===== src/rtl/mc_ctrl_pkg.sv =====
// Shared encodings for the multicycle MIPS controller: opcodes, functs, ALU codes and states.
// MC_CTRL_IMM_LOGIC_EN enables andi/ori decode in mc_controller.
package mc_ctrl_pkg;

  localparam logic [5:0] OP_RTYPE = 6'b000000;
  localparam logic [5:0] OP_LW    = 6'b100011;
  localparam logic [5:0] OP_SW    = 6'b101011;
  localparam logic [5:0] OP_BEQ   = 6'b000100;
  localparam logic [5:0] OP_ADDI  = 6'b001000;
  localparam logic [5:0] OP_J     = 6'b000010;
  localparam logic [5:0] OP_ANDI  = 6'b001100;
  localparam logic [5:0] OP_ORI   = 6'b001101;

  localparam logic [5:0] FN_ADD = 6'b100000;
  localparam logic [5:0] FN_SUB = 6'b100010;
  localparam logic [5:0] FN_AND = 6'b100100;
  localparam logic [5:0] FN_OR  = 6'b100101;
  localparam logic [5:0] FN_NOR = 6'b100111;
  localparam logic [5:0] FN_SLT = 6'b101010;
  localparam logic [5:0] FN_SLL = 6'b000000;

  localparam logic [2:0] ALU_AND = 3'b000;
  localparam logic [2:0] ALU_OR  = 3'b001;
  localparam logic [2:0] ALU_ADD = 3'b010;
  localparam logic [2:0] ALU_SLL = 3'b011;
  localparam logic [2:0] ALU_NOR = 3'b101;
  localparam logic [2:0] ALU_SUB = 3'b110;
  localparam logic [2:0] ALU_SLT = 3'b111;

  typedef enum logic [3:0] {
    S_FETCH    = 4'd0,
    S_DECODE   = 4'd1,
    S_MEMADR   = 4'd2,
    S_MEMRD    = 4'd3,
    S_MEMWB    = 4'd4,
    S_MEMWR    = 4'd5,
    S_EXECUTE  = 4'd6,
    S_ALUWB    = 4'd7,
    S_BRANCH   = 4'd8,
    S_ADDIEXEC = 4'd9,
    S_ADDIWB   = 4'd10,
    S_JUMP     = 4'd11,
    S_LOGIEXEC = 4'd12,
    S_LOGIWB   = 4'd13
  } state_e;

endpackage


===== src/rtl/alu_dec.sv =====
// Combinational R-type funct decoder: ALU operation plus a flag saying the funct is supported.
module alu_dec
  import mc_ctrl_pkg::*;
(
  input  logic [5:0] funct,
  output logic [2:0] alucontrol,
  output logic       funct_ok
);

  always_comb begin
    alucontrol = ALU_ADD;
    funct_ok   = 1'b1;
    case (funct)
      FN_ADD:  alucontrol = ALU_ADD;
      FN_SUB:  alucontrol = ALU_SUB;
      FN_AND:  alucontrol = ALU_AND;
      FN_OR:   alucontrol = ALU_OR;
      FN_NOR:  alucontrol = ALU_NOR;
      FN_SLT:  alucontrol = ALU_SLT;
      FN_SLL:  alucontrol = ALU_SLL;
      default: funct_ok   = 1'b0;
    endcase
  end

endmodule


===== src/rtl/mc_controller.sv =====
// Multicycle MIPS control FSM (Moore); drives datapath selects/enables one state per clock.
// Define MC_CTRL_IMM_LOGIC_EN to decode andi/ori through LOGIEXEC/LOGIWB.
module mc_controller
  import mc_ctrl_pkg::*;
#(
  parameter int SW = 4
) (
  input  logic          clk,
  input  logic          rst_n,
  input  logic [5:0]    opcode,
  input  logic [5:0]    funct,
  input  logic          zero,
  output logic          pcen,
  output logic          irwrite,
  output logic          memwrite,
  output logic          regwrite,
  output logic          iord,
  output logic          memtoreg,
  output logic          regdst,
  output logic          alusrca,
  output logic [1:0]    alusrcb,
  output logic          extop,
  output logic [1:0]    pcsrc,
  output logic [2:0]    alucontrol,
  output logic          illegal,
  output logic [SW-1:0] state_o
);

  state_e     state_q, state_d;
  logic [2:0] funct_alu;
  logic       funct_ok;

  logic       pcwrite_s, branch_s, irwrite_s, memwrite_s, regwrite_s;
  logic       iord_s, memtoreg_s, regdst_s, alusrca_s, illegal_s;
  logic [1:0] alusrcb_s, pcsrc_s;
  logic [2:0] aluctl_s;

  alu_dec u_alu_dec (
    .funct      (funct),
    .alucontrol (funct_alu),
    .funct_ok   (funct_ok)
  );

  always_ff @(posedge clk or negedge rst_n) begin
    if (!rst_n) state_q <= S_FETCH;
    else        state_q <= state_d;
  end

  always_comb begin
    state_d = S_FETCH;
    case (state_q)
      S_FETCH: state_d = S_DECODE;
      S_DECODE: begin
        case (opcode)
          OP_LW, OP_SW: state_d = S_MEMADR;
          OP_RTYPE:     state_d = S_EXECUTE;
          OP_BEQ:       state_d = S_BRANCH;
          OP_ADDI:      state_d = S_ADDIEXEC;
          OP_J:         state_d = S_JUMP;
`ifdef MC_CTRL_IMM_LOGIC_EN
          OP_ANDI, OP_ORI: state_d = S_LOGIEXEC;
`endif
          default:      state_d = S_FETCH;
        endcase
      end
      S_MEMADR:   state_d = (opcode == OP_SW) ? S_MEMWR : S_MEMRD;
      S_MEMRD:    state_d = S_MEMWB;
      S_EXECUTE:  state_d = S_ALUWB;
      S_ADDIEXEC: state_d = S_ADDIWB;
      S_LOGIEXEC: state_d = S_LOGIWB;
      default:    state_d = S_FETCH;
    endcase
  end

  always_comb begin
    pcwrite_s  = 1'b0;
    branch_s   = 1'b0;
    irwrite_s  = 1'b0;
    memwrite_s = 1'b0;
    regwrite_s = 1'b0;
    iord_s     = 1'b0;
    memtoreg_s = 1'b0;
    regdst_s   = 1'b0;
    alusrca_s  = 1'b0;
    alusrcb_s  = 2'b00;
    pcsrc_s    = 2'b00;
    aluctl_s   = ALU_ADD;
    illegal_s  = 1'b0;
    case (state_q)
      S_FETCH: begin
        irwrite_s = 1'b1;
        alusrcb_s = 2'b01;
        pcwrite_s = 1'b1;
      end
      S_DECODE: begin
        alusrcb_s = 2'b11;
        // An unsupported opcode is exactly one that dispatches straight back to FETCH.
        illegal_s = (state_d == S_FETCH) || ((opcode == OP_RTYPE) && !funct_ok);
      end
      S_MEMADR: begin
        alusrca_s = 1'b1;
        alusrcb_s = 2'b10;
      end
      S_MEMRD: iord_s = 1'b1;
      S_MEMWB: begin
        regwrite_s = 1'b1;
        memtoreg_s = 1'b1;
      end
      S_MEMWR: begin
        iord_s     = 1'b1;
        memwrite_s = 1'b1;
      end
      S_EXECUTE: begin
        alusrca_s = 1'b1;
        aluctl_s  = funct_alu;
      end
      S_ALUWB: begin
        regwrite_s = funct_ok;
        regdst_s   = 1'b1;
      end
      S_BRANCH: begin
        alusrca_s = 1'b1;
        aluctl_s  = ALU_SUB;
        branch_s  = 1'b1;
        pcsrc_s   = 2'b01;
      end
      S_ADDIEXEC: begin
        alusrca_s = 1'b1;
        alusrcb_s = 2'b10;
      end
      S_ADDIWB: regwrite_s = 1'b1;
      S_JUMP: begin
        pcsrc_s   = 2'b10;
        pcwrite_s = 1'b1;
      end
      S_LOGIEXEC: begin
        alusrca_s = 1'b1;
        alusrcb_s = 2'b10;
        aluctl_s  = (opcode == OP_ORI) ? ALU_OR : ALU_AND;
      end
      S_LOGIWB: regwrite_s = 1'b1;
      default: ;
    endcase
  end

  // Outputs are forced quiet while reset is held, even though the state reads FETCH.
  assign pcen       = rst_n & (pcwrite_s | (branch_s ? zero : 1'b0));
  assign irwrite    = rst_n & irwrite_s;
  assign memwrite   = rst_n & memwrite_s;
  assign regwrite   = rst_n & regwrite_s;
  assign iord       = rst_n & iord_s;
  assign memtoreg   = rst_n & memtoreg_s;
  assign regdst     = rst_n & regdst_s;
  assign alusrca    = rst_n & alusrca_s;
  assign alusrcb    = rst_n ? alusrcb_s : 2'b00;
  assign pcsrc      = rst_n ? pcsrc_s : 2'b00;
  assign alucontrol = rst_n ? aluctl_s : ALU_ADD;
  assign illegal    = rst_n & illegal_s;
  assign state_o    = SW'(state_q);

`ifdef MC_CTRL_IMM_LOGIC_EN
  assign extop = rst_n & (state_q == S_LOGIEXEC);
`else
  assign extop = 1'b0;
`endif

endmodule


===== config.mk =====
export PLATFORM = sky130hd
export DESIGN_NAME = mc_controller
export DESIGN_NICKNAME = d
export VERILOG_FILES = /design/src/rtl/mc_ctrl_pkg.sv /design/src/rtl/alu_dec.sv /design/src/rtl/mc_controller.sv
export SDC_FILE = /design/constraint.sdc
export NUM_CORES = 1
export LEC_CHECK = 0
export CORE_UTILIZATION = 39
export CTS_CLUSTER_SIZE = 14
export DETAILED_ROUTE_END_ITERATION = 12
export HOLD_SLACK_MARGIN = 0.05
export PLACE_DENSITY = 0.84
export SYNTH_ARGS = -nofsm -noshare
export SYNTH_HDL_FRONTEND = slang
export SYNTH_SLANG_ARGS = --single-unit

===== constraint.sdc =====
create_clock -name clk -period 2.7 [get_ports clk]
set_clock_uncertainty 0.15 [all_clocks]
set_input_delay 0.54 -clock clk [delete_from_list [all_inputs] [get_ports clk]]
set_output_delay 0.54 -clock clk [all_outputs]
set_load 0.02 [all_outputs]

# Yosys cells after proc, flatten, opt, wreduce, memory -nomap -nowiden
# Cells that the tools add are included.
[word_totals]
register_bits = 4
in_bits = 15
out_inout_bits = 21
[op_classes]
eq_ne = 25
n_mux = 23
bitwise = 10
n_reduce_logical = 14
[ops]
columns = ["operator", "n"]
rows = [
  ["$eq A6 B6 Y1 const B", 8],
  ["$pmux W4 S7", 1],
  ["$eq A4 B4 Y1 const B", 6],
  ["$pmux W4 S5", 1],
  ["$pmux W3 S6", 1],
  ["$eq A4 B3 Y1 const B", 4],
  ["$eq A6 B4 Y1 const B", 2],
  ["$logic_not A6 Y1", 2],
  ["$mux W1", 12],
  ["$and A1 B1 Y1", 9],
  ["$pmux W3 S3", 1],
  ["$eq A4 B2 Y1 const B", 2],
  ["$logic_not A4 Y1", 2],
  ["$reduce_or A7 Y1", 1],
  ["$eq A6 B2 Y1 const B", 1],
  ["$eq A6 B3 Y1 const B", 1],
  ["$mux W3", 2],
  ["$pmux W2 S3", 1],
  ["$reduce_or A2 Y1", 3],
  ["$reduce_or A3 Y1", 2],
  ["$reduce_or A5 Y1", 1],
  ["$eq A4 B1 Y1 const B", 1],
  ["$mux W2", 2],
  ["$pmux W2 S2", 1],
  ["other kinds (5)", 5],
]

# Depth between registers and ports, before layout
# Gate-level depths: netlist (run 1).
[depth]
ltp_word = 8
depth_mapped = 6

# Cells and area by module
# From an unflattened synthesis (run 1), not the netlist that was laid out.
[unflattened]
cells_unflattened = 110
hier_area_um2 = 734.5
[modules_own_cells]
columns = ["mod", "instances", "cells_per_inst", "area_per_inst_um2", "seq_area_each_um2"]
rows = [
  ["mc_controller", 1, 92, 623.1, 100.1],
  ["alu_dec", 1, 18, 111.4, 0.0],
]

# Worst setup path before layout (run 1)
# Ideal clock, no wire load.
[synth_timing]
kind = "input port to output port"
start = "in opcode[2]"
end = "out illegal"
arrival_time_ps = 2070
path_slack_ps = -60
stages = 5
cell_sequence = "or3_1 -> o21ai_1 -> o21ai_1 -> or3b_1 -> a2111oi_2"
[synth_via]
elab_chain_cells = 8
word_cells_on_any_way = 15
[synth_rtl]
columns = ["element", "line", "rtl"]
rows = [
  ["start, declared", "mc_controller.sv:10", "input logic [5:0] opcode,"],
  ["$eq A6 B6 Y1, on equally long branches", "mc_controller.sv:54, mc_controller.sv:66", ""],
  ["$reduce_or A2 Y1", "mc_controller.sv:54", "case (opcode)"],
  ["$pmux W4 S5", "mc_controller.sv:54", ""],
  ["$pmux W4 S7 *", "mc_controller.sv:51", "case (state_q)"],
  ["via state_d[1]", "mc_controller.sv:29", "state_e state_q, state_d;"],
  ["$logic_not A4 Y1 *", "mc_controller.sv:98", "illegal_s = (state_d == S_FETCH) || ((opcode == OP_RTYPE) && !funct_ok);"],
  ["$logic_or A1 B1 Y1 *", "mc_controller.sv:98", ""],
  ["$mux W1 *", "mc_controller.sv:89", "case (state_q)"],
  ["$and A1 B1 Y1 *", "mc_controller.sv:158", "assign illegal = rst_n & illegal_s;"],
  ["end, declared", "mc_controller.sv:25", "output logic illegal,"],
]
# The timed path passes the listed nets; every way through them passes the cells marked *.

# Worst setup path in the final report (run 1)
[layout_timing]
start = "in opcode[1]"
end = "out illegal"
[layout_via]
elab_chain_cells = 8
word_cells_on_any_way = 15
[layout_rtl]
columns = ["element", "line"]
rows = [
  ["$eq A6 B6 Y1", "mc_controller.sv:54"],
  ["$reduce_or A2 Y1", "mc_controller.sv:54"],
  ["$pmux W4 S5 *", "mc_controller.sv:54"],
  ["$pmux W4 S7 *", "mc_controller.sv:51"],
  ["via state_d[3]", "mc_controller.sv:29"],
  ["$logic_not A4 Y1 *", "mc_controller.sv:98"],
  ["$logic_or A1 B1 Y1 *", "mc_controller.sv:98"],
  ["$mux W1 *", "mc_controller.sv:89"],
  ["$and A1 B1 Y1 *", "mc_controller.sv:158"],
]
# Marked as above.

==> metrics.md, run 1 <==
| Metric | Value |
|---|---|
| Share of layout cells above drive strength 1 | `0.405` |
| Leading cell type in the layout, fill and taps excluded | `buf_4` |
| # rows | `15` |
| Final worst slack | `-0.135 ns` |
| Most frequent cells in the layout | `37 x buf_4, 9 x clkdlybuf4s50_1` |
| Nets@finish | `approximately 190` |
| Total iterations of the first detailed-routing run | `4` |
| Max Root-Sink Buffers | `2` |
| Core area | `0.00173 sq mm` |
| Met1 Use GR | `0.404` |
| Ys async rst share | `1.00` |
| Routability cong. | `0.875` |
| Initial Utilization | `0.415` |
| P&R area growth vs syn | `92.7%` |
| Crit Path Category | `input port to output port` |
| PwrDens | `716 mW/mm^2` |
| Cell variety after synth | `42` |
| Hold WC Path Type | `flop to flop` |
| Max frequency | `roughly 350 MHz` |
| Sequential fraction of the synthesis area | `0.140` |
| Max Cap Violations | `0` |
| Worst EP arrival | `2.15 ns` |
| Tcrit/Tclk final | `1.05` |
| Antenna Cells | `0` |
| DR WL/cell | `between 15 and 20 um` |
| Setup_tns | `-0.141 ns` |
| GR peak layer | `met2` |
| Final WL | `~3.4 mm` |
| Worst VDD drop | `approximately 0.46 mV` |
| Die ar. | `0.00201 sq mm` |
| Max reg flops | `4` |
| Synthesized area per cell | `about 7 sq um` |
| RSZ-0062 raised after global routing | `true` |
| Clock root buffer | `clkbuf_4` |
| Slew Viols, Final | `0` |
| Synth Warn # | `0` |
| Count of final hold-check violations | `0` |
| Initial antenna violation count | `0` |
| Worst-path clk slew | `roughly 0.05 ns` |
| Worst path bufs/invs | `2` |
| Sink Count | `4` |
| Detailed-route via count | `around 1,100` |
| Number of global-route vias before repair | `1,052` |
| M2 GR Usage | `0.594` |
| Max H-tree Level | `1` |
| IO buf count | `34` |
| Crit-path cells | `buf_2 -> xor2_2 -> o2111ai_2 -> a21oi_2 -> or3b_4 -> a2111oi_4 -> buf_4` |
| DIE WIDTH | `44.9 um` |
| Overall Power | `0.988 mW` |
| Top Ports | `36` |
| DRT antenna net count | `0` |
| Synthesized net count | `between 100 and 150` |
| Outcome | `complete, but fails checks` |
| Crit end category | `output port` |
| Ys flop type | `dfrtp_1` |
| Tmin final | `2.84 ns` |
| Crit start category | `input port` |
| First-pass GRT wire length | `~4.9 mm` |
| Synthesized cell area | `between 700 and 800 sq um` |
| Critical path data required time | `between 2 and 2.5 ns` |
| Met3 global-route usage | `0.0600` |
| Synth Instances | `~100` |
| CTS Buf Count | `3` |
| CP max FO | `6` |
| CP max-delay cell | `or3b_4` |
| Yosys reg bits | `4` |
| Top delay family on crit path | `compound AO/OA/AOI/OAI gates` |
| DRC Markers | `0` |
| Die height | `~45 um` |
| Post-synth EDFFs | `0` |
| Global route total overflow | `0` |
| DR vias/cell | `between 5 and 6` |
| CTS tree | `yes` |
| Worst skew pair latency | `between 0.2 and 0.3 ns` |
| Number of DRC markers in iteration 0 | `49` |
| Setup-failing EPs final | `2` |
| Pin count of the biggest net entering global routing | `15` |
| Failing checks | `negative setup slack` |
| P_leak | `0.681 nW` |
| Final HPWL DP | `between 2 and 2.5 mm` |
| Total GRT Usage | `0.344` |
| Worst path max stage delay | `between 0.4 and 0.5 ns` |
[worst paths after layout]
| kind | start | to | slack, ns | cells after the start |
|---|---|---|---|---|
| max | opcode[1] | illegal | -0.14 | 7 |
| min | state_o[1] | state_o[3] | 0.53 | 2 |
| max reg2reg | state_o[2] | state_o[2] | 1.09 | 6 |
| min reg2reg | state_o[1] | state_o[3] | 0.53 | 2 |
| max in group asynchronous | rst_n | state_o[0] | 1.73 | 4 |
| min in group asynchronous | rst_n | state_o[1] | 0.56 | 4 |
[power by group]
part           leakage [nW]  switching (mW)  total [mW]  internal, mW
logic                 0.615           0.417       0.792         0.375
clock network        0.0138          0.0398      0.0906        0.0508
registers            0.0528          0.0240       0.105        0.0814
[metal layers]
metal,share of wire,vias up
li1,-,511
met1,0.39,520
met2,0.50,72
met3,0.069,16
met4,0.041,0
met5,0,-
[kinds of logic after synthesis]
kind of cell              synth area share
and+or+nand+nor                      0.436
AOI/OAI and AO/OA                    0.279
buffers and inverters               0.0907
xor gates and xnor gates            0.0489
DFF                                  0.140
other                              0.00523
[final cells by class]
cell class	count	area (sq um)
Clock buffer	3	22.5
Sequential cell	4	100
Fill cell	124	345
Timing Repair Buffer	69	568
Multi-Input combinational cell	90	652
Tap cell	25	31.3
Inverter	2	7.51
[through the flow]
stage	area [sq um]	hold WS [ns]	instances	utilization	setup slack (ns)
finish	1380	0.528	193	0.800	-0.135
global route	1380	0.533	193	0.800	-0.175
CTS	1300	0.500	191	0.754	-0.194
detailed placement	1280	0.461	187	0.743	-0.997
global placement	1280	0.447	187	0.743	-0.939
floorplan	729	0.0944	104	-	0.0529
[synth_stat cells (2+ instances only)]
| cell | n | area, sq um |
|---|---|---|
| a21boi_1 | 2 | 15.0 |
| a21oi_1 | 9 | 45.0 |
| and3_1 | 2 | 12.5 |
| buf_6 | 3 | 33.8 |
| clkbuf_1 | 2 | 7.51 |
| dfrtp_1 | 4 | 100 |
| inv_1 | 2 | 7.51 |
| nand2_1 | 6 | 22.5 |
| nand2b_1 | 2 | 12.5 |
| nand3_1 | 2 | 10.0 |
| nand3b_1 | 2 | 15.0 |
| nand4_1 | 4 | 25.0 |
| nor2_1 | 8 | 30.0 |
| nor2b_1 | 8 | 50.1 |
| nor3_1 | 6 | 30.0 |
| nor3b_1 | 4 | 30.0 |
| nor4_1 | 2 | 12.5 |
| o21ai_0 | 6 | 30.0 |
| o21ai_1 | 3 | 15.0 |
| o21bai_1 | 2 | 15.0 |
| or3_1 | 2 | 12.5 |
| xnor2_1 | 2 | 17.5 |
| xor2_1 | 2 | 17.5 |
[worst min-delay path, stage by stage (launching register included)]
cell	delay [ns]
dfrtp_1	0.41
buf_4	0.17
a21oi_2	0.05
[timing repair]
action,CTS,global route
pin swaps,4,5
resized for setup,46,32
buffers inserted,1,2
hold buffers,0,0
setup endpoints to repair,14,10
No activity file was read; power rests on OpenSTA's default activity.
==> inputs of run 2 (changes only) <==
--- a/config.mk
+++ b/config.mk
@@ -8,8 +8,10 @@
 export CORE_UTILIZATION = 39
 export CTS_CLUSTER_SIZE = 14
 export DETAILED_ROUTE_END_ITERATION = 12
+export GPL_TIMING_DRIVEN = 0
 export HOLD_SLACK_MARGIN = 0.05
 export PLACE_DENSITY = 0.84
+export SETUP_SLACK_MARGIN = 0.05
 export SYNTH_ARGS = -nofsm -noshare
 export SYNTH_HDL_FRONTEND = slang
 export SYNTH_SLANG_ARGS = --single-unit
==> run 2 against run 1 <==
The run still ends with negative setup slack left. Total power is 0.28% higher. Register-to-register slack worse by 0.93 ns. Die area unchanged. Clock power down 16%. Sequential share of layout area is 0.48 points higher. First-iteration DRC count fell by 35%. Critical path type is now flop to output port. Highest routed layer unchanged.
==> metrics.md, run 2 (synthesis gave the netlist of run 1 again) <==
| Metric | Value |
|---|---|
| Max Root-Sink Buffers | `2` |
| Worst skew pair latency | `roughly 0.24 ns` |
| Tmin final | `~2.8 ns` |
| First-pass GRT wire length | `4.49 mm` |
| CTS tree | `yes` |
| Top Ports | `36` |
| Die height | `~45 um` |
| Setup_tns | `-0.117 ns` |
| Antenna Cells | `0` |
| Pin count of the biggest net entering global routing | `14` |
| Final WL | `~2.8 mm` |
| Tcrit/Tclk final | `1.04` |
| Total GRT Usage | `0.300` |
| Total iterations of the first detailed-routing run | `4` |
| Fill cell count | `124` |
| Worst EP arrival | `between 2 and 2.5 ns` |
| CTS Buf Count | `3` |
| Storage element area | `100 sq um` |
| Area of the multi-input gates | `about 630 sq um` |
| P_leak | `between 0.6 and 0.7 nW` |
| Worst VDD drop | `approximately 0.49 mV` |
| Setup-failing EPs final | `1` |
| Detailed-route via count | `1,040` |
| Final core occ | `0.751` |
| Final worst slack | `-0.117 ns` |
| Crit Path Category | `flop to output port` |
| Nets@finish | `171` |
| DR vias/cell | `a little under 6` |
| Crit start category | `flop` |
| Critical path data required time | `between 2 and 2.5 ns` |
| Die ar. | `approximately 0.0020 sq mm` |
| P&R area growth vs syn | `80.8%` |
| Worst-path clk slew | `roughly 0.040 ns` |
| Max frequency | `approximately 350 MHz` |
| Hold WC Path Type | `input port to asynchronous set/reset pin` |
| Sink Count | `4` |
| Most frequent cells in the layout | `13 x buf_4, 10 x buf_6, 9 x clkdlybuf4s50_1, 8 x dlygate4sd2_1, 7 x nor2_1` |
| Core area | `between 0.0015 and 0.002 sq mm` |
| Max Cap Violations | `0` |
| Initial antenna violation count | `0` |
| Routability cong. | `between 0.9 and 1` |
| Global route total overflow | `0` |
| Max H-tree Level | `1` |
| CP max FO | `3` |
| Count of final hold-check violations | `0` |
| DRC Markers | `0` |
| Share of layout cells above drive strength 1 | `0.351` |
| Max reg flops | `4` |
| Initial Utilization | `0.415` |
| IO buf count | `34` |
| DR WL/cell | `between 15 and 20 um` |
| Number of global-route vias before repair | `slightly below 1,000` |
| Leading cell type in the layout, fill and taps excluded | `buf_4` |
| Outcome | `complete, but fails checks` |
| Clock root buffer | `clkbuf_4` |
| DRT antenna net count | `0` |
| Crit end category | `output port` |
| RSZ-0062 raised after global routing | `true` |
| Slew Viols, Final | `0` |
| Final HPWL DP | `~1.7 mm` |
| PwrDens | `765 mW/mm^2` |
| Failing checks | `negative setup slack` |
| # rows | `15` |
| DIE WIDTH | `around 45 um` |
| Number of DRC markers in iteration 0 | `32` |
## run 2: cell count changes in the layout (fill, tap and decap cells not counted), sizes merged
cell           before  now
dlygate4sd2         7    8
buf                42   27
dlymetal6s2s        7    6
clkdlybuf4s18       0    1
clkbuf              7    6
clkdlybuf4s15       0    1
## run 2: routing by layer
metal / up-vias / global-route usage / wire length (um)
met1: 481 / 0.396 / 1130
met2: 64 / 0.500 / 1380
met4: 0 / 0.103 / 57
met5: - / 0 / 0
li1: 486 / - / -
met3: 9 / 0.0440 / 224
## run 2: report_power, final
part / total, mW / switching [mW] / internal (mW) / leakage, nW
Combinational: 0.817 / 0.415 / 0.402 / 0.549
Clock: 0.0758 / 0.0260 / 0.0498 / 0.0138
Sequential: 0.0979 / 0.0163 / 0.0816 / 0.0528
Total: 0.991 / 0.458 / 0.534 / 0.616
## run 2: final timing paths
kind / start / endpoint / slack, ns / cells past startpoint
max: state_o[2] / illegal / -0.12 / 6
min: rst_n / state_o[0] / 0.11 / 1
max reg2reg: state_o[2] / state_o[1] / 0.16 / 14
min reg2reg: state_o[1] / state_o[3] / 0.56 / 3
max in group asynchronous: rst_n / state_o[1] / 2.09 / 1
min in group clk: state_o[1] / state_o[3] / 0.56 / 3
## run 2: repair_timing
item | CTS | global route
hold buffers | 0 | 0
resized for setup | 80 | 13
pin swaps | 10 | 0
cloned | 0 | 0
setup endpoints to repair | 16 | 11
buffers inserted | 15 | 0
## run 2: stage by stage
stage | instances | area [sq um] | setup slack [ns] | hold WS, ns | power [mW]
floorplan | 104 | 729 | 0.0529 | 0.0944 | 0.506
detailed placement | 163 | 1100 | -1.05 | 0.439 | 0.736
global placement | 163 | 1100 | -1.04 | 0.434 | 0.727
finish | 179 | 1300 | -0.117 | 0.112 | 0.991
CTS | 181 | 1280 | -0.0624 | 0.116 | 0.976
global route | 179 | 1300 | -0.190 | 0.120 | 1.05
## run 2: worst max-delay path, stage by stage, from the launching register on
cell,delay (ns)
dfrtp_1,0.40
or3_1,0.38
o21ai_1,0.14
o21ai_1,0.10
or3b_4,0.40
a2111oi_4,0.28
buf_4,0.19
## run 2: cell type report
class	count	share of cell area
sequential	4	0.0772
inverter	2	0.00579
clock buffer	3	0.0174
multi-input combinational	90	0.486
buffer	8	0.0541
tap	25	0.0241
timing repair buffer	47	0.335
